<file path="src/rtl/jedro_1_alu_arbiter_pkg.sv">
// Shared widths, ALU opcodes and response-entry type for the jedro_1 ALU arbiter.
// The arbitration helper lives here so the tie-break rule exists in one place.
package jedro_1_alu_arbiter_pkg;

  localparam int XLEN       = 32;
  localparam int ALU_OP_W   = 4;
  localparam int REG_ADDR_W = 5;

  localparam logic [ALU_OP_W-1:0] ALU_OP_ADD  = 4'b0000;
  localparam logic [ALU_OP_W-1:0] ALU_OP_SLL  = 4'b0001;
  localparam logic [ALU_OP_W-1:0] ALU_OP_SLT  = 4'b0010;
  localparam logic [ALU_OP_W-1:0] ALU_OP_SLTU = 4'b0011;
  localparam logic [ALU_OP_W-1:0] ALU_OP_XOR  = 4'b0100;
  localparam logic [ALU_OP_W-1:0] ALU_OP_SRL  = 4'b0101;
  localparam logic [ALU_OP_W-1:0] ALU_OP_OR   = 4'b0110;
  localparam logic [ALU_OP_W-1:0] ALU_OP_AND  = 4'b0111;
  localparam logic [ALU_OP_W-1:0] ALU_OP_SUB  = 4'b1000;
  localparam logic [ALU_OP_W-1:0] ALU_OP_SRA  = 4'b1101;

  typedef struct packed {
    logic [XLEN-1:0]       res;
    logic                  eq;
    logic                  ovf;
    logic [REG_ADDR_W-1:0] dest;
    logic                  wb;
  } alu_rsp_t;

  // One-hot grant from the eligible mask; on a tie the requester that did not
  // win last time takes it, unless fixed priority pins the tie to req0.
  function automatic logic [1:0] arb_grant(input logic [1:0] elig,
                                           input logic       last,
                                           input logic       fixed_prio);
    arb_grant = elig;
    if (elig == 2'b11) begin
      arb_grant = (fixed_prio || last) ? 2'b01 : 2'b10;
    end
  endfunction

endpackage

</file>
<file path="src/rtl/jedro_1_alu_rsp_fifo.sv">
// Two-entry response FIFO; head entry is presented combinationally on data_o.
module jedro_1_alu_rsp_fifo
  import jedro_1_alu_arbiter_pkg::*;
#(
  parameter type T = alu_rsp_t
) (
  input  logic       clk_i,
  input  logic       rst_i,
  input  logic       push_i,
  input  T           data_i,
  input  logic       pop_i,
  output logic       valid_o,
  output T           data_o,
  output logic [1:0] occ_o
);

  T           mem_q [2];
  logic       rd_ptr_q, rd_ptr_d;
  logic       wr_ptr_q, wr_ptr_d;
  logic [1:0] occ_q, occ_d;
  logic       wr_en, rd_en;

  assign wr_en = push_i && (occ_q != 2'd2);
  assign rd_en = pop_i && (occ_q != 2'd0);

  always_comb begin
    rd_ptr_d = rd_en ? ~rd_ptr_q : rd_ptr_q;
    wr_ptr_d = wr_en ? ~wr_ptr_q : wr_ptr_q;
    occ_d    = occ_q + {1'b0, wr_en} - {1'b0, rd_en};
  end

  always_ff @(posedge clk_i) begin
    if (rst_i) begin
      rd_ptr_q <= 1'b0;
      wr_ptr_q <= 1'b0;
      occ_q    <= 2'd0;
    end else begin
      rd_ptr_q <= rd_ptr_d;
      wr_ptr_q <= wr_ptr_d;
      occ_q    <= occ_d;
    end
  end

  // Storage carries no reset; occupancy alone decides what is valid.
  always_ff @(posedge clk_i) begin
    if (wr_en) begin
      mem_q[wr_ptr_q] <= data_i;
    end
  end

  assign valid_o = (occ_q != 2'd0);
  assign data_o  = mem_q[rd_ptr_q];
  assign occ_o   = occ_q;

endmodule

</file>
<file path="src/rtl/jedro_1_alu_arbiter.sv">
// Shares one registered ALU between the execute stage (req0) and the LSU address
// generator (req1); results return through a 2-entry FIFO per requester.
module jedro_1_alu_arbiter
  import jedro_1_alu_arbiter_pkg::*;
#(
  parameter bit FIXED_PRIO = 1'b0,
  parameter int DATA_WIDTH = XLEN
) (
  input  logic                  clk_i,
  input  logic                  rst_i,

  input  logic                  req0_valid_i,
  output logic                  req0_ready_o,
  input  logic [ALU_OP_W-1:0]   req0_sel_i,
  input  logic [DATA_WIDTH-1:0] req0_op_a_i,
  input  logic [DATA_WIDTH-1:0] req0_op_b_i,
  input  logic [REG_ADDR_W-1:0] req0_dest_addr_i,
  input  logic                  req0_wb_i,

  input  logic                  req1_valid_i,
  output logic                  req1_ready_o,
  input  logic [ALU_OP_W-1:0]   req1_sel_i,
  input  logic [DATA_WIDTH-1:0] req1_op_a_i,
  input  logic [DATA_WIDTH-1:0] req1_op_b_i,
  input  logic [REG_ADDR_W-1:0] req1_dest_addr_i,
  input  logic                  req1_wb_i,

  output logic [ALU_OP_W-1:0]   alu_sel_o,
  output logic [DATA_WIDTH-1:0] alu_op_a_o,
  output logic [DATA_WIDTH-1:0] alu_op_b_o,
  output logic [REG_ADDR_W-1:0] alu_dest_addr_o,
  output logic                  alu_wb_o,
  input  logic [DATA_WIDTH-1:0] alu_res_i,
  input  logic                  alu_ops_eq_i,
  input  logic                  alu_overflow_i,
  input  logic [REG_ADDR_W-1:0] alu_dest_addr_i,
  input  logic                  alu_wb_i,

  output logic                  rsp0_valid_o,
  input  logic                  rsp0_ready_i,
  output logic [DATA_WIDTH-1:0] rsp0_res_o,
  output logic                  rsp0_eq_o,
  output logic                  rsp0_ovf_o,
  output logic [REG_ADDR_W-1:0] rsp0_dest_addr_o,
  output logic                  rsp0_wb_o,

  output logic                  rsp1_valid_o,
  input  logic                  rsp1_ready_i,
  output logic [DATA_WIDTH-1:0] rsp1_res_o,
  output logic                  rsp1_eq_o,
  output logic                  rsp1_ovf_o,
  output logic [REG_ADDR_W-1:0] rsp1_dest_addr_o,
  output logic                  rsp1_wb_o
);

  typedef struct packed {
    logic [DATA_WIDTH-1:0] res;
    logic                  eq;
    logic                  ovf;
    logic [REG_ADDR_W-1:0] dest;
    logic                  wb;
  } rsp_t;

  logic       inflight_q, inflight_d;
  logic       inflight_tag_q, inflight_tag_d;
  logic       last_q, last_d;

  logic [1:0] req_valid, rsp_ready, rsp_valid;
  logic [1:0] elig, grant, push, pop;
  logic [1:0] occ [2];
  rsp_t       alu_rsp;
  rsp_t       rsp_head [2];

  assign req_valid = {req1_valid_i, req0_valid_i};
  assign rsp_ready = {rsp1_ready_i, rsp0_ready_i};
  assign alu_rsp   = '{res: alu_res_i, eq: alu_ops_eq_i, ovf: alu_overflow_i,
                       dest: alu_dest_addr_i, wb: alu_wb_i};

  generate
    for (genvar gi = 0; gi < 2; gi++) begin : g_req
      logic       fifo_valid;
      logic [2:0] fill;

      // The in-flight op for this requester lands in its FIFO this cycle.
      assign push[gi] = inflight_q && (inflight_tag_q == 1'(gi));

      jedro_1_alu_rsp_fifo #(.T(rsp_t)) u_fifo (
        .clk_i   (clk_i),
        .rst_i   (rst_i),
        .push_i  (push[gi]),
        .data_i  (alu_rsp),
        .pop_i   (pop[gi]),
        .valid_o (fifo_valid),
        .data_o  (rsp_head[gi]),
        .occ_o   (occ[gi])
      );

      assign rsp_valid[gi] = fifo_valid && !rst_i;
      assign pop[gi]       = rsp_valid[gi] && rsp_ready[gi];
      // Occupancy after this cycle's push/pop must leave room for a new issue.
      assign fill          = {1'b0, occ[gi]} + {2'b00, push[gi]} - {2'b00, pop[gi]};
      assign elig[gi]      = req_valid[gi] && !rst_i && (fill < 3'd2);
    end
  endgenerate

  assign grant        = arb_grant(elig, last_q, FIXED_PRIO);
  assign req0_ready_o = grant[0];
  assign req1_ready_o = grant[1];

  always_comb begin
    alu_sel_o       = ALU_OP_ADD;
    alu_op_a_o      = '0;
    alu_op_b_o      = '0;
    alu_dest_addr_o = '0;
    alu_wb_o        = 1'b0;
    if (grant[0]) begin
      alu_sel_o       = req0_sel_i;
      alu_op_a_o      = req0_op_a_i;
      alu_op_b_o      = req0_op_b_i;
      alu_dest_addr_o = req0_dest_addr_i;
      alu_wb_o        = req0_wb_i;
    end else if (grant[1]) begin
      alu_sel_o       = req1_sel_i;
      alu_op_a_o      = req1_op_a_i;
      alu_op_b_o      = req1_op_b_i;
      alu_dest_addr_o = req1_dest_addr_i;
      alu_wb_o        = req1_wb_i;
    end
  end

  always_comb begin
    inflight_d     = |grant;
    inflight_tag_d = grant[1];
    last_d         = (|grant) ? grant[1] : last_q;
  end

  always_ff @(posedge clk_i) begin
    if (rst_i) begin
      inflight_q     <= 1'b0;
      inflight_tag_q <= 1'b0;
      last_q         <= 1'b1;
    end else begin
      inflight_q     <= inflight_d;
      inflight_tag_q <= inflight_tag_d;
      last_q         <= last_d;
    end
  end

  assign rsp0_valid_o     = rsp_valid[0];
  assign rsp0_res_o       = rsp_head[0].res;
  assign rsp0_eq_o        = rsp_head[0].eq;
  assign rsp0_ovf_o       = rsp_head[0].ovf;
  assign rsp0_dest_addr_o = rsp_head[0].dest;
  assign rsp0_wb_o        = rsp_head[0].wb;

  assign rsp1_valid_o     = rsp_valid[1];
  assign rsp1_res_o       = rsp_head[1].res;
  assign rsp1_eq_o        = rsp_head[1].eq;
  assign rsp1_ovf_o       = rsp_head[1].ovf;
  assign rsp1_dest_addr_o = rsp_head[1].dest;
  assign rsp1_wb_o        = rsp_head[1].wb;

endmodule
</file>
<file path="config.mk">
export PLATFORM = sky130hd
export DESIGN_NAME = jedro_1_alu_arbiter
export DESIGN_NICKNAME = d
export VERILOG_FILES = /design/src/rtl/jedro_1_alu_arbiter_pkg.sv /design/src/rtl/jedro_1_alu_rsp_fifo.sv /design/src/rtl/jedro_1_alu_arbiter.sv
export SDC_FILE = /design/constraint.sdc
export NUM_CORES = 1
export LEC_CHECK = 0
export BUFFER_PORTS_ARGS = -buffer_cell sky130_fd_sc_hd__clkbuf_2
export CORE_AREA = 5 5 157 121
export DETAILED_ROUTE_END_ITERATION = 8
export DIE_AREA = 0 0 162 126
export HOLD_SLACK_MARGIN = 0.12
export PLACE_DENSITY = 0.8
export SYNTH_ARGS = -nofsm -noshare
export SYNTH_HDL_FRONTEND = slang
export SYNTH_SLANG_ARGS = --single-unit
</file>
<file path="constraint.sdc">
create_clock -name clk_i -period 6.12 [get_ports clk_i]
set_clock_uncertainty 0.1 [all_clocks]
set_input_delay 1.224 -clock clk_i [delete_from_list [all_inputs] [get_ports clk_i]]
set_output_delay 1.224 -clock clk_i [all_outputs]
set_load 0.01 [all_outputs]
</file>
**Yosys cells after proc, flatten, opt, wreduce, memory -nomap -nowiden**

Memories as Yosys holds them, arrays and structs flattened. A register that Yosys moved wholly into a read port is not among the register bits.
Cells that the tools add are included.

- Add/subtract/negate cells: 8
- Multipliers: 0
- Div/mod/pow operators: 0
- $lt $le $gt $ge: 2
- Equal/unequal tests: 3
- Shift-type cells: 0
- Muxes and demuxes: 20
- Bitwise gates (word level): 5
- Reduce and logical (&&, ||, !) cells: 18

Operator list:

| kind | count |
|---|---|
| $mux W32 | 4 |
| $logic_and A1 B1 Y1 | 14 |
| $mux W1 | 10 |
| $mux W5 | 2 |
| $mux W4 | 2 |
| $add A2 B1 Y3 | 2 |
| $lt A3 B2 Y1 const B | 2 |
| $sub A3 B1 Y3 | 2 |
| $not A1 Y1 | 5 |
| $add A2 B1 Y2 | 2 |
| $mux W2 | 2 |
| $ne A2 B2 Y1 const B | 2 |
| $reduce_bool A2 Y1 | 2 |
| $sub A2 B1 Y2 | 2 |
| $eq A2 B2 Y1 const B | 1 |
| $reduce_or A2 Y1 | 1 |
| $logic_not A1 Y1 | 1 |

- Bits in registers: 11
- Latch bits: 0
- Memory bits (writable): 160
- Memory bits (read-only): 0
- Bits of input ports: 194
- Output and inout port bits: 158
- Word-level logic and storage cells: 67
- Memories kept: 2

Memory list:

| memory | words | width | read ports | clocked after memory_dff | wr ports | line | source |
|---|---|---|---|---|---|---|---|
| g_req[0].u_fifo.mem_q | 2 | 40 | 1 | 1 | 1 | jedro_1_alu_rsp_fifo.sv:17 | `T mem_q [2];` |
| g_req[1].u_fifo.mem_q | 2 | 40 | 1 | 1 | 1 | jedro_1_alu_rsp_fifo.sv:17 |  |

**Depth between registers and ports, before layout**

Gate-level depths: netlist of the first run.

- Word-level depth: 10
- Gate-level depth with buffers: 12
- Gate-level depth less buffers: 8

**Cells and area by module**

A second synthesis of the first run with hierarchy kept.

- Cell total of the unflattened synthesis: 417
- Area total of the unflattened synthesis: 7309.5 um^2

Modules (own cells, without submodules):

| module | times used | cells each | area each (um^2) | sequential area each (um^2) |
|---|---|---|---|---|
| jedro_1_alu_rsp_fifo | 2 | 149 | 3139.3 | 2502.4 |
| jedro_1_alu_arbiter | 1 | 119 | 1031.0 | 60.1 |

**Worst setup path before layout of the first run**

No wires, ideal clock.

- Path kind: input to output
- From: input rst_i
- To: output alu_op_a_o[13]
- Data arrival time: 3823 ps
- Required time: 4796 ps
- Slack: 973 ps
- Cell stages on the path: 12
- Path buffers: 4
- Cell sequence: clkbuf_1 > o21ba_2 > and2_1 > ha_1 > nand2b_1 > fa_1 > xnor2_1 > and3_1 > clkbuf_1 > buf_2 > clkbuf_1 > a32o_1

- Cells in the longest elaborated chain, start to end: 10
- Elaborated cells between the ends (all ways): 17
- Those cells by class: add/sub: 2; order compare: 2; eq/ne: 1; mux: 3; reduce/logical: 9

Ends and longest elaborated chain:

| element | line | source |
|---|---|---|
| start, declared | jedro_1_alu_arbiter.sv:10 | `input logic rst_i,` |
| $logic_not A1 Y1 * | jedro_1_alu_arbiter.sv:98 | `assign rsp_valid[gi] = fifo_valid && !rst_i;` |
| $logic_and A1 B1 Y1 * | jedro_1_alu_arbiter.sv:98 |  |
| named net rsp0_valid_o | jedro_1_alu_arbiter.sv:39 | `output logic rsp0_valid_o,` |
| $logic_and A1 B1 Y1 * | jedro_1_alu_arbiter.sv:99 | `assign pop[gi] = rsp_valid[gi] && rsp_ready[gi];` |
| $sub A3 B1 Y3 * | jedro_1_alu_arbiter.sv:101 | `assign fill = {1'b0, occ[gi]} + {2'b00, push[gi]} - {2'b00, pop[gi]};` |
| $lt A3 B2 Y1 * | jedro_1_alu_arbiter.sv:102 | `assign elig[gi] = req_valid[gi] && !rst_i && (fill < 3'd2);` |
| $logic_and A1 B1 Y1 * | jedro_1_alu_arbiter.sv:102 |  |
| $eq A2 B2 Y1 | jedro_1_alu_arbiter_pkg.sv:34 | `if (elig == 2'b11) begin` |
| $mux W2 * | jedro_1_alu_arbiter_pkg.sv:34 |  |
| $mux W32 | jedro_1_alu_arbiter.sv:122 | `end else if (grant[1]) begin` |
| $mux W32 * | jedro_1_alu_arbiter.sv:116 | `if (grant[0]) begin` |
| end, declared | jedro_1_alu_arbiter.sv:29 | `output logic [DATA_WIDTH-1:0] alu_op_a_o,` |

Mark *: on every way through the listed nets, which the timed path passes. The rest lies on a longest branch.

**Worst setup path after layout of the first run**

- From: input rst_i
- To: output alu_op_a_o[19]

- Cells in the longest elaborated chain, start to end: 10
- Elaborated cells between the ends (all ways): 17
- Those cells by class: add/sub: 2; order compare: 2; eq/ne: 1; mux: 3; reduce/logical: 9

Ends and longest elaborated chain:

| element | line |
|---|---|
| $logic_not A1 Y1 * | jedro_1_alu_arbiter.sv:98, jedro_1_alu_arbiter.sv:102 |
| $logic_and A1 B1 Y1 | jedro_1_alu_arbiter.sv:98 |
| $logic_and A1 B1 Y1 | jedro_1_alu_arbiter.sv:99 |
| $sub A3 B1 Y3 | jedro_1_alu_arbiter.sv:101 |
| $lt A3 B2 Y1 | jedro_1_alu_arbiter.sv:102 |
| $logic_and A1 B1 Y1 | jedro_1_alu_arbiter.sv:102 |
| $eq A2 B2 Y1 | jedro_1_alu_arbiter_pkg.sv:34 |
| $mux W2 * | jedro_1_alu_arbiter_pkg.sv:34 |
| $mux W32 | jedro_1_alu_arbiter.sv:122 |
| $mux W32 * | jedro_1_alu_arbiter.sv:116 |

Mark *: on every way between the ends. The rest lies on a longest branch, timed or not.

==> results of run 1 <==
critical path, delay by kind of cell:
kind / cells / cell delay (ns)
compound gates: 2 / 0.48
xor+xnor: 1 / 0.18
buf+inv: 3 / 0.44
simple gates: 3 / 1.01
fa+ha+maj: 2 / 0.75
worst paths after layout:
| path | slack (ns) | endpoint | cells past startpoint |
|---|---|---|---|
| max | 0.64 | alu_op_a_o[19] | 11 |
| min | 0.36 | flop | 1 |
| max reg2reg | 3.06 | inflight_tag_q | 9 |
| min reg2reg | 0.36 | flop | 1 |
power groups by stage:
stage	Sequential [mW]	Combinational, mW	Clock (mW)
floorplan	1.59	1.04	0
global placement	1.66	1.58	0
detailed placement	1.68	1.59	0
CTS	1.65	1.60	1.08
global route	1.67	1.72	1.13
finish	1.65	1.59	1.06
placed cells by master, fill, tap and decap left out, types with 6 or more instances in the layout:
master     instances
clkbuf_2         351
edfxtp_1         160
nand2_1           74
nor3_1            75
and2_1             9
buf_4              6
nand2b_1           6
ha_1               6
mux2_2            80
clkbuf_16         17
inv_6              6
dfxtp_1           11
a32o_1            74
inv_1              8
sequential cells by signal, summed over array words and instances, names as in the netlist, named ones only:
signal,flops
g_req.u_fifo.mem_q,160
g_req.u_fifo.occ_o,4
g_req.u_fifo.rd_ptr_q,2
g_req.u_fifo.wr_ptr_q,2
inflight_q,1
inflight_tag_q,1
last_q,1
through the flow:
step | utilization, % | power, mW | std cells | instance area, sq um
2_1_floorplan | - | 2.64 | 603 | 8120
3_3_place_gp | 57.8 | 3.25 | 1123 | 10000
3_5_place_dp | 57.8 | 3.27 | 1123 | 10000
4_1_cts | 61.2 | 4.33 | 1155 | 10600
5_1_grt | 61.2 | 4.53 | 1156 | 10600
6_report | 61.2 | 4.30 | 1156 | 10600
logic make-up after synthesis:
logic type / count (synthesis)
AO/OA/AOI/OAI: 83
XOR/XNOR: 5
adder cells (fa/ha/maj): 8
buffers and inverters: 70
flip-flops: 173
multiplexers: 84
AND/OR/NAND/NOR: 180
area by class of cell:
| cell class | count | area share [%] |
|---|---|---|
| clock inverter | 15 | 1.57 |
| multi-input combinational | 360 | 26.1 |
| timing repair buffer | 360 | 17.5 |
| sequential | 173 | 47.8 |
| clock buffer | 17 | 4.01 |
| inverter | 10 | 0.354 |
| antenna | 1 | 0.0236 |
| tap | 220 | 2.59 |
per-layer routing:
layer  GRT usage [%]  wire length (um)  vias to the layer above  share of wire [%]
met5               0                 0                        -                  0
met4            6.36               560                        0                2.5
met3            5.39              1620                       42                7.3
met2            34.1             10900                      288                 49
met1            28.8              9320                     3069                 42
li1                -                 -                     2979                  -
==> impl_metrics.json, run 1 <==
{
  "synth_top_area_cell": "edfxtp_1",
  "floorplan.rows": 42,
  "synth-compound-area-share_pct": 9.91,
  "switchingPower_mw": 1.50,
  "cp-startpoint": "rst_i",
  "synth_top_family_by_area": "multiplexers",
  "drc": 0,
  "syn_inst": 603,
  "critPathArrivalTime_ns": 4.15,
  "worst_path_max_delay_cell": "or4b_2",
  "grt_usage_pct": 21.2,
  "fin_crit_ns": 5.48,
  "synth-edff-count": 160,
  "ctsResizeCount": 0,
  "drive_gt1_share_pct": 51.9,
  "fp.dieW_um": 162,
  "grt_pass1_wl_um": 34400,
  "synth_area_leaders": "edfxtp_1 59%, mux2_2 11%, a32o_1 9.1%",
  "layout_setup_ws_ns": 0.645,
  "cts_hold_buf": 0,
  "pwr-share-comb_pct": 37.0,
  "yosys.area.top_type_share_pct": 59.2,
  "boundaryPins": 352,
  "synth_fa_ha_area_share_pct": 1.42,
  "power_leakage_nw": 4.36,
  "synth.cell_area_sq_mm": 0.00812,
  "wl_per_cell_um": 19.3,
  "crit_path_frequent_cell": "clkbuf_2",
  "endpoint_kind": "output port",
  "slew_headroom_pct": 29.8,
  "cts_made_buffers": 17,
  "cts_buffer_depth": 2,
  "synth-xor-area-share_pct": 0.539,
  "min_from": "g_req[0].u_fifo.rd_ptr_q",
  "path_class": "input port to output port",
  "power_density_mw_per_mm2": 405,
  "grt-ovfl-total": 0,
  "vias": 6378,
  "grt_pass1_vias": 6221,
  "gp_congestion": 0.999,
  "routed_via_density": 5.52,
  "wirelength_um": 22400,
  "fillCellCount": 1362,
  "worstMarginPinSlew_ns": 1.05,
  "postRouteAntennaNets": 0,
  "ys.warnings.count": 0,
  "post_cts_buffers": 0,
  "ir_drop_mv": 0.199,
  "die_h_um": 126,
  "grt_setup_unrepaired": "no",
  "synth.cells.most_frequent": "160 x edfxtp_1, 80 x mux2_2, 75 x nor3_1",
  "required_ns": 4.80,
  "synth.most_common_cell": "edfxtp_1",
  "async_flop_share_pct": 0,
  "nets": 1124,
  "dieArea_sq_mm": 0.0204,
  "synth_nets": 805,
  "root_buffer": "clkbuf_16",
  "cap_violations": 0,
  "syn_area_per_cell_sq_um": 13.5,
  "antenna_found_initial": 1,
  "setup_tns_ns": 0,
  "intPower_mw": 2.80,
  "path_cells": "clkbuf_2, o21ba_2, and2_1, ha_1, nand2b_1, fa_1, xor2_4, or4b_2, buf_12, a32o_1, clkbuf_2",
  "core_sq_mm": 0.0173,
  "yosysSeqAreaShare_pct": 62.4,
  "areaGrowthSynthToFinish_pct": 30.7,
  "synth.distinct_cells": 31,
  "multi_input_area_sq_mm": 0.00277,
  "fmax_ghz": 0.183,
  "sw_frac_of_total_pct": 34.9,
  "place_hpwl_um": 16000,
  "setup_violations": 0,
  "startpoint_type": "input port",
  "clock_latency_ns": 0.41,
  "muxShareOfSynthArea_pct": 11.6,
  "initial_utilization_pct": 46.8,
  "worstPathMaxFanout": 75,
  "holdCritPathClass": "flop to flop",
  "power.clock.fraction_pct": 24.7,
  "period_share_pct": 89.5,
  "slew_viol_final": 0,
  "status": "complete, no violations",
  "worst_path_largest_cell_delay_ns": 0.69,
  "ff_latch_area_sq_mm": 0.00507,
  "synth_ff_type": "edfxtp_1",
  "dr.pass1.iters": 5,
  "dp_slack_ns": 0.670,
  "p_seq_share_pct": 38.3,
  "whs_ns": 0.357,
  "cts_tree": "built",
  "h-tree-depth": 4,
  "drtIter0Drc": 423,
  "hold_violations": 0,
  "grt_max_degree": 77,
  "port_buffers": 351,
  "worstReg2RegStart": "g_req[1].u_fifo.occ_o[1]",
  "synth_seq_cells": 173,
  "cts.clk_slew.worst_paths_ns": 0.07,
  "cts_sinks": 173,
  "yosys.area_share.simple_pct": 10.4
}
Power figures use the tool's default switching activity.
==> run 2: changes to the inputs <==
ABC_AREA = 1   (was default)
CORE_AREA = 5 5 155 120   (was 5 5 157 121)
DIE_AREA = 0 0 160 125   (was 0 0 162 126)
PLACE_DENSITY = 0.79   (was 0.8)
==> impl_metrics.json, run 2 <==
{
  "cts.clk_slew.worst_paths_ns": 0.06,
  "post_cts_buffers": 0,
  "slew_viol_final": 0,
  "worstPathMaxFanout": 29,
  "boundaryPins": 352,
  "wl_per_cell_um": 21.0,
  "holdCritPathClass": "flop to flop",
  "multi_input_area_sq_mm": 0.00239,
  "dieArea_sq_mm": 0.0200,
  "fp.dieW_um": 160,
  "grt_usage_pct": 24.7,
  "mostFrequentLayoutCell": "clkbuf_2",
  "die_h_um": 125,
  "grt_setup_unrepaired": "no",
  "fin_crit_ns": 5.57,
  "startpoint_type": "input port",
  "cts_made_buffers": 17,
  "endpoint_kind": "output port",
  "power_mw": 4.02,
  "syn_inst": 621,
  "regMostFlops": "g_req.u_fifo.mem_q",
  "layout_common_cells": "351 x clkbuf_2, 160 x edfxtp_1, 153 x nand3_1",
  "cts_hold_buf": 0,
  "setup_tns_ns": 0,
  "path_cells": "clkbuf_2, inv_2, nand3_1, inv_1, ha_1, or2_2, fa_1, nand2_1, nor2_1, nand3_2, buf_12, nand3_1, nand2_1, clkbuf_2",
  "drc": 0,
  "critPathArrivalTime_ns": 4.24,
  "floorplan.rows": 42,
  "placed_cell_area_sq_mm": 0.00973,
  "drive_gt1_share_pct": 50.0,
  "postRouteAntennaNets": 0,
  "cts_sinks": 173,
  "hold_violations": 0,
  "core_sq_mm": 0.0171,
  "synth_top_area_cell": "edfxtp_1",
  "grt_pass1_vias": 6008,
  "pwr-share-comb_pct": 32.1,
  "port_buffers": 351,
  "dp_slack_ns": 0.592,
  "grt_pass1_wl_um": 36700,
  "syn_area_per_cell_sq_um": 12.5,
  "dr.pass1.iters": 5,
  "grt-ovfl-total": 0,
  "status": "complete, no violations",
  "ir_drop_mv": 0.227,
  "synth_area_leaders": "edfxtp_1 62%, mux2_2 12%, nand3_1 10%",
  "cts_buffer_depth": 2,
  "largest_register_ff_count": 160,
  "ys.warnings.count": 0,
  "worstMarginPinSlew_ns": 1.11,
  "place_hpwl_um": 19100,
  "synth.cells.most_frequent": "160 x edfxtp_1, 155 x nand3_1, 102 x nand2_1",
  "period_share_pct": 90.9,
  "synth_seq_cells": 173,
  "ff_latch_area_sq_mm": 0.00507,
  "clock_latency_ns": 0.42,
  "intPower_mw": 2.74,
  "async_flop_share_pct": 0,
  "yosysSeqAreaShare_pct": 65.2,
  "synth_ff_type": "edfxtp_1",
  "ctsResizeCount": 0,
  "power.clock.fraction_pct": 28.4,
  "synth_nets": 823,
  "vias": 6284,
  "finalInstanceArea_sq_mm": 0.0104,
  "setup_violations": 0,
  "synth-edff-count": 160,
  "fmax_ghz": 0.180,
  "drtIter0Drc": 505,
  "cp_top_family": "simple AND/OR/NAND/NOR gates",
  "routed_via_density": 5.24,
  "grt_max_degree": 50,
  "cts_tree": "built",
  "wirelength_um": 25200,
  "fillCellCount": 1359,
  "cap_violations": 0,
  "required_ns": 4.80,
  "sw_frac_of_total_pct": 31.9,
  "worst_path_largest_cell_delay_ns": 0.53,
  "power_density_mw_per_mm2": 388,
  "synth.distinct_cells": 20,
  "antenna_found_initial": 4,
  "worst_path_max_delay_cell": "fa_1",
  "gp_congestion": 1.05,
  "h-tree-depth": 4,
  "nets": 1167,
  "switchingPower_mw": 1.28,
  "layout_setup_ws_ns": 0.555,
  "initial_utilization_pct": 45.5,
  "yosys.area.top_type_share_pct": 61.9,
  "synth.cell_area_sq_mm": 0.00776,
  "areaGrowthSynthToFinish_pct": 33.5,
  "critPathBufInv": 5,
  "final_core_util_pct": 60.7,
  "root_buffer": "clkbuf_16",
  "synth.most_common_cell": "edfxtp_1",
  "p_seq_share_pct": 39.5,
  "power_leakage_nw": 4.69,
  "slew_headroom_pct": 25.9,
  "path_class": "input port to output port"
}
run 2: cell types whose count changed after synthesis, sizes merged, moves of 19 or more:
cell / delta
a32o: -74
clkbuf: -36
nand2: +28
nand3: +154
nor2: +19
nor3: -75
run 2: cell families after synthesis:
logic type | count (synthesis) | synth area share, %
AOI/OAI and AO/OA | 8 | 0.516
and+or+nand+nor | 281 | 16.3
muxes | 80 | 11.6
xor gates and xnor gates | 2 | 0.226
adders and majority gates | 8 | 1.48
buffers and inverters | 69 | 4.66
DFF | 173 | 65.2
run 2: layer usage:
layer	GRT usage (%)	routed length [um]	part of all wire, %
met5	0	34	0.14
met4	9.46	903	3.6
met3	9.41	2810	11
met2	39.0	11800	47
met1	31.1	9570	38
run 2: worst min-delay path, delay by kind of cell (launching register included):
kind | cells | cell delay [ns]
DFF | 1 | 0.34
and+or+nand+nor | 2 | 0.16
run 2: final timing paths:
path	cells past startpoint	endpoint	slack [ns]	from
worst max register to register	12	inflight_q	2.83	g_req[0].u_fifo.occ_o[1]
worst max-delay path	14	alu_op_b_o[11]	0.55	rst_i
worst min-delay path	2	g_req[0].u_fifo.wr_ptr_q	0.43	g_req[0].u_fifo.wr_ptr_q
worst min register to register	2	g_req[0].u_fifo.wr_ptr_q	0.43	g_req[0].u_fifo.wr_ptr_q
run 2: cell type report:
type	count	area share, %
multi-input cells	379	23.0
flip-flops and latches	173	48.9
well taps	220	2.66
clock inverters	12	1.86
clock buffers	20	4.21
inverters	28	1.01
diodes	2	0.0483
repair buffers	366	18.3
run 2: power groups by stage:
stage | logic [mW] | clock network, mW | registers (mW)
2_1_floorplan | 0.778 | 0 | 1.57
3_3_place_gp | 1.28 | 0 | 1.60
3_5_place_dp | 1.29 | 0 | 1.61
4_1_cts | 1.30 | 1.16 | 1.59
5_1_grt | 1.41 | 1.21 | 1.61
6_report | 1.29 | 1.14 | 1.59
run 2: stage by stage:
step	hold slack, ns	instances
5_1_grt	0.441	1199
4_1_cts	0.433	1198
3_3_place_gp	0.420	1166
2_1_floorplan	0.368	621
6_report	0.434	1200
3_5_place_dp	0.422	1166
==> run 3: changes to the inputs <==
MAX_ROUTING_LAYER = met4   (was default)
SLEW_MARGIN = 15   (was default)
TNS_END_PERCENT = 5   (was default)
==> impl_metrics.json, run 3 (synthesized netlist as in run 2, its figures left out) <==
{
  "status": "complete, no violations",
  "routed_via_density": 5.27,
  "grt_usage_pct": 25.6,
  "grt_pass1_vias": 6265,
  "whs_ns": 0.439,
  "fmax_ghz": 0.180,
  "reg2reg_slack_ns": 2.98,
  "critPathArrivalTime_ns": 4.22,
  "initial_utilization_pct": 45.5,
  "hold_violations": 0,
  "required_ns": 4.80,
  "cts_made_buffers": 17,
  "die_h_um": 125,
  "setup_tns_ns": 0,
  "power_leakage_nw": 4.66,
  "dr.pass1.iters": 6,
  "endpoint_kind": "output port",
  "layout_common_cells": "351 x clkbuf_2, 160 x edfxtp_1, 153 x nand3_1",
  "placed_cell_area_sq_mm": 0.00975,
  "finalInstanceArea_sq_mm": 0.0103,
  "regMostFlops": "g_req.u_fifo.mem_q",
  "grt_pass1_wl_um": 37500,
  "startpoint_type": "input port",
  "gp_congestion": 0.995,
  "ir_drop_mv": 0.207,
  "root_buffer": "clkbuf_16",
  "cts_buffer_depth": 2,
  "drive_gt1_share_pct": 50.3,
  "grt_setup_unrepaired": "no",
  "slew_headroom_pct": 24.6,
  "vias": 6322,
  "rr_endpoint": "inflight_q",
  "post_cts_buffers": 0,
  "slew_viol_final": 0,
  "core_sq_mm": 0.0171,
  "reg2reg_depth": 13,
  "cts_tree": "built",
  "largest_register_ff_count": 160,
  "power_density_mw_per_mm2": 377,
  "cp-startpoint": "rst_i",
  "place_hpwl_um": 19300,
  "antenna_found_initial": 1,
  "wirelength_um": 25400,
  "holdCritPathClass": "flop to flop",
  "worstReg2RegStart": "g_req[0].u_fifo.occ_o[1]",
  "drtIter0Drc": 674,
  "dieArea_sq_mm": 0.0200,
  "setup_violations": 0,
  "floorplan.rows": 42,
  "boundaryPins": 352,
  "cts_sinks": 173,
  "cap_violations": 0,
  "fp.dieW_um": 160,
  "wl_per_cell_um": 21.1,
  "drc": 0,
  "postRouteAntennaNets": 0,
  "cts_hold_buf": 0,
  "areaGrowthSynthToFinish_pct": 32.6,
  "worstMarginPinSlew_ns": 1.13,
  "port_buffers": 351,
  "clock_latency_ns": 0.42,
  "grt_max_degree": 46,
  "fin_crit_ns": 5.54,
  "worstPathMaxFanout": 45,
  "ctsResizeCount": 0,
  "period_share_pct": 90.5,
  "cts.clk_slew.worst_paths_ns": 0.07,
  "mostFrequentLayoutCell": "clkbuf_2",
  "fillCellCount": 1434,
  "nets": 1168,
  "grt-ovfl-total": 0,
  "crit_end": "alu_op_a_o[28]",
  "h-tree-depth": 4,
  "path_class": "input port to output port"
}
## run 3: changes by cell type in the layout (fill, tap and decap cells not counted), sizes merged
cell,delta
bufinv,-5
buf,+1
inv,+3
diode,-1
clkbuf,-3
clkinv,+5
## run 3: how the worst min path moves through the flow
stage | start | end | slack, ns | cells past startpoint
after floorplan | last_q | last_q | 0.37 | 2
final | last_q | last_q | 0.44 | 2
after CTS | last_q | last_q | 0.43 | 2
after global placement | g_req[0].u_fifo.wr_ptr_q | g_req[0].u_fifo.wr_ptr_q | 0.42 | 2
after global routing | last_q | last_q | 0.45 | 2
after detailed placement | last_q | last_q | 0.42 | 2
## run 3: per-layer routing
layer / routed length, um / global-route usage, % / vias up
met5: 0 / - / -
met4: 703 / 8.65 / 0
met3: 2130 / 5.46 / 42
met2: 12500 / 40.7 / 322
met1: 10000 / 33.1 / 3035
li1: - / - / 2923
## run 3: final cells by class
type,count,area (sq um),share of cell area (%)
multi-input cells,379,2390,23.2
well taps,220,275,2.67
clock buffers,17,425,4.13
diodes,1,2.50,0.0243
inverters,28,105,1.02
repair buffers,367,1910,18.6
flip-flops and latches,173,5070,49.2
clock inverters,15,116,1.13
## run 3: report_power, final
part           total [mW]  internal [mW]  switching (mW)  leakage [nW]
registers            1.59           1.51          0.0789          1.56
clock network       0.982          0.525           0.457         0.264
logic                1.31          0.511           0.799          2.83
total                3.88           2.54            1.34          4.66
## run 3: worst max-delay path, stage by stage
cell,delay (ns)
clkbuf_2,0.14
inv_2,0.18
nand3_1,0.17
inv_1,0.09
ha_1,0.22
or2_2,0.31
fa_1,0.53
nand3_1,0.14
nor2_4,0.33
buf_4,0.46
nand3_1,0.13
nand2_1,0.14
clkbuf_2,0.16
## run 3: per-stage QoR
step / setup slack (ns) / cells / util (%) / power [mW]
4_1_cts: 0.621 / 1199 / 60.3 / 3.90
3_3_place_gp: 0.661 / 1167 / 57.1 / 2.90
2_1_floorplan: 1.43 / 621 / - / 2.35
6_report: 0.579 / 1200 / 60.3 / 3.88
5_1_grt: 0.401 / 1200 / 60.3 / 4.07
3_5_place_dp: 0.634 / 1167 / 57.1 / 2.92
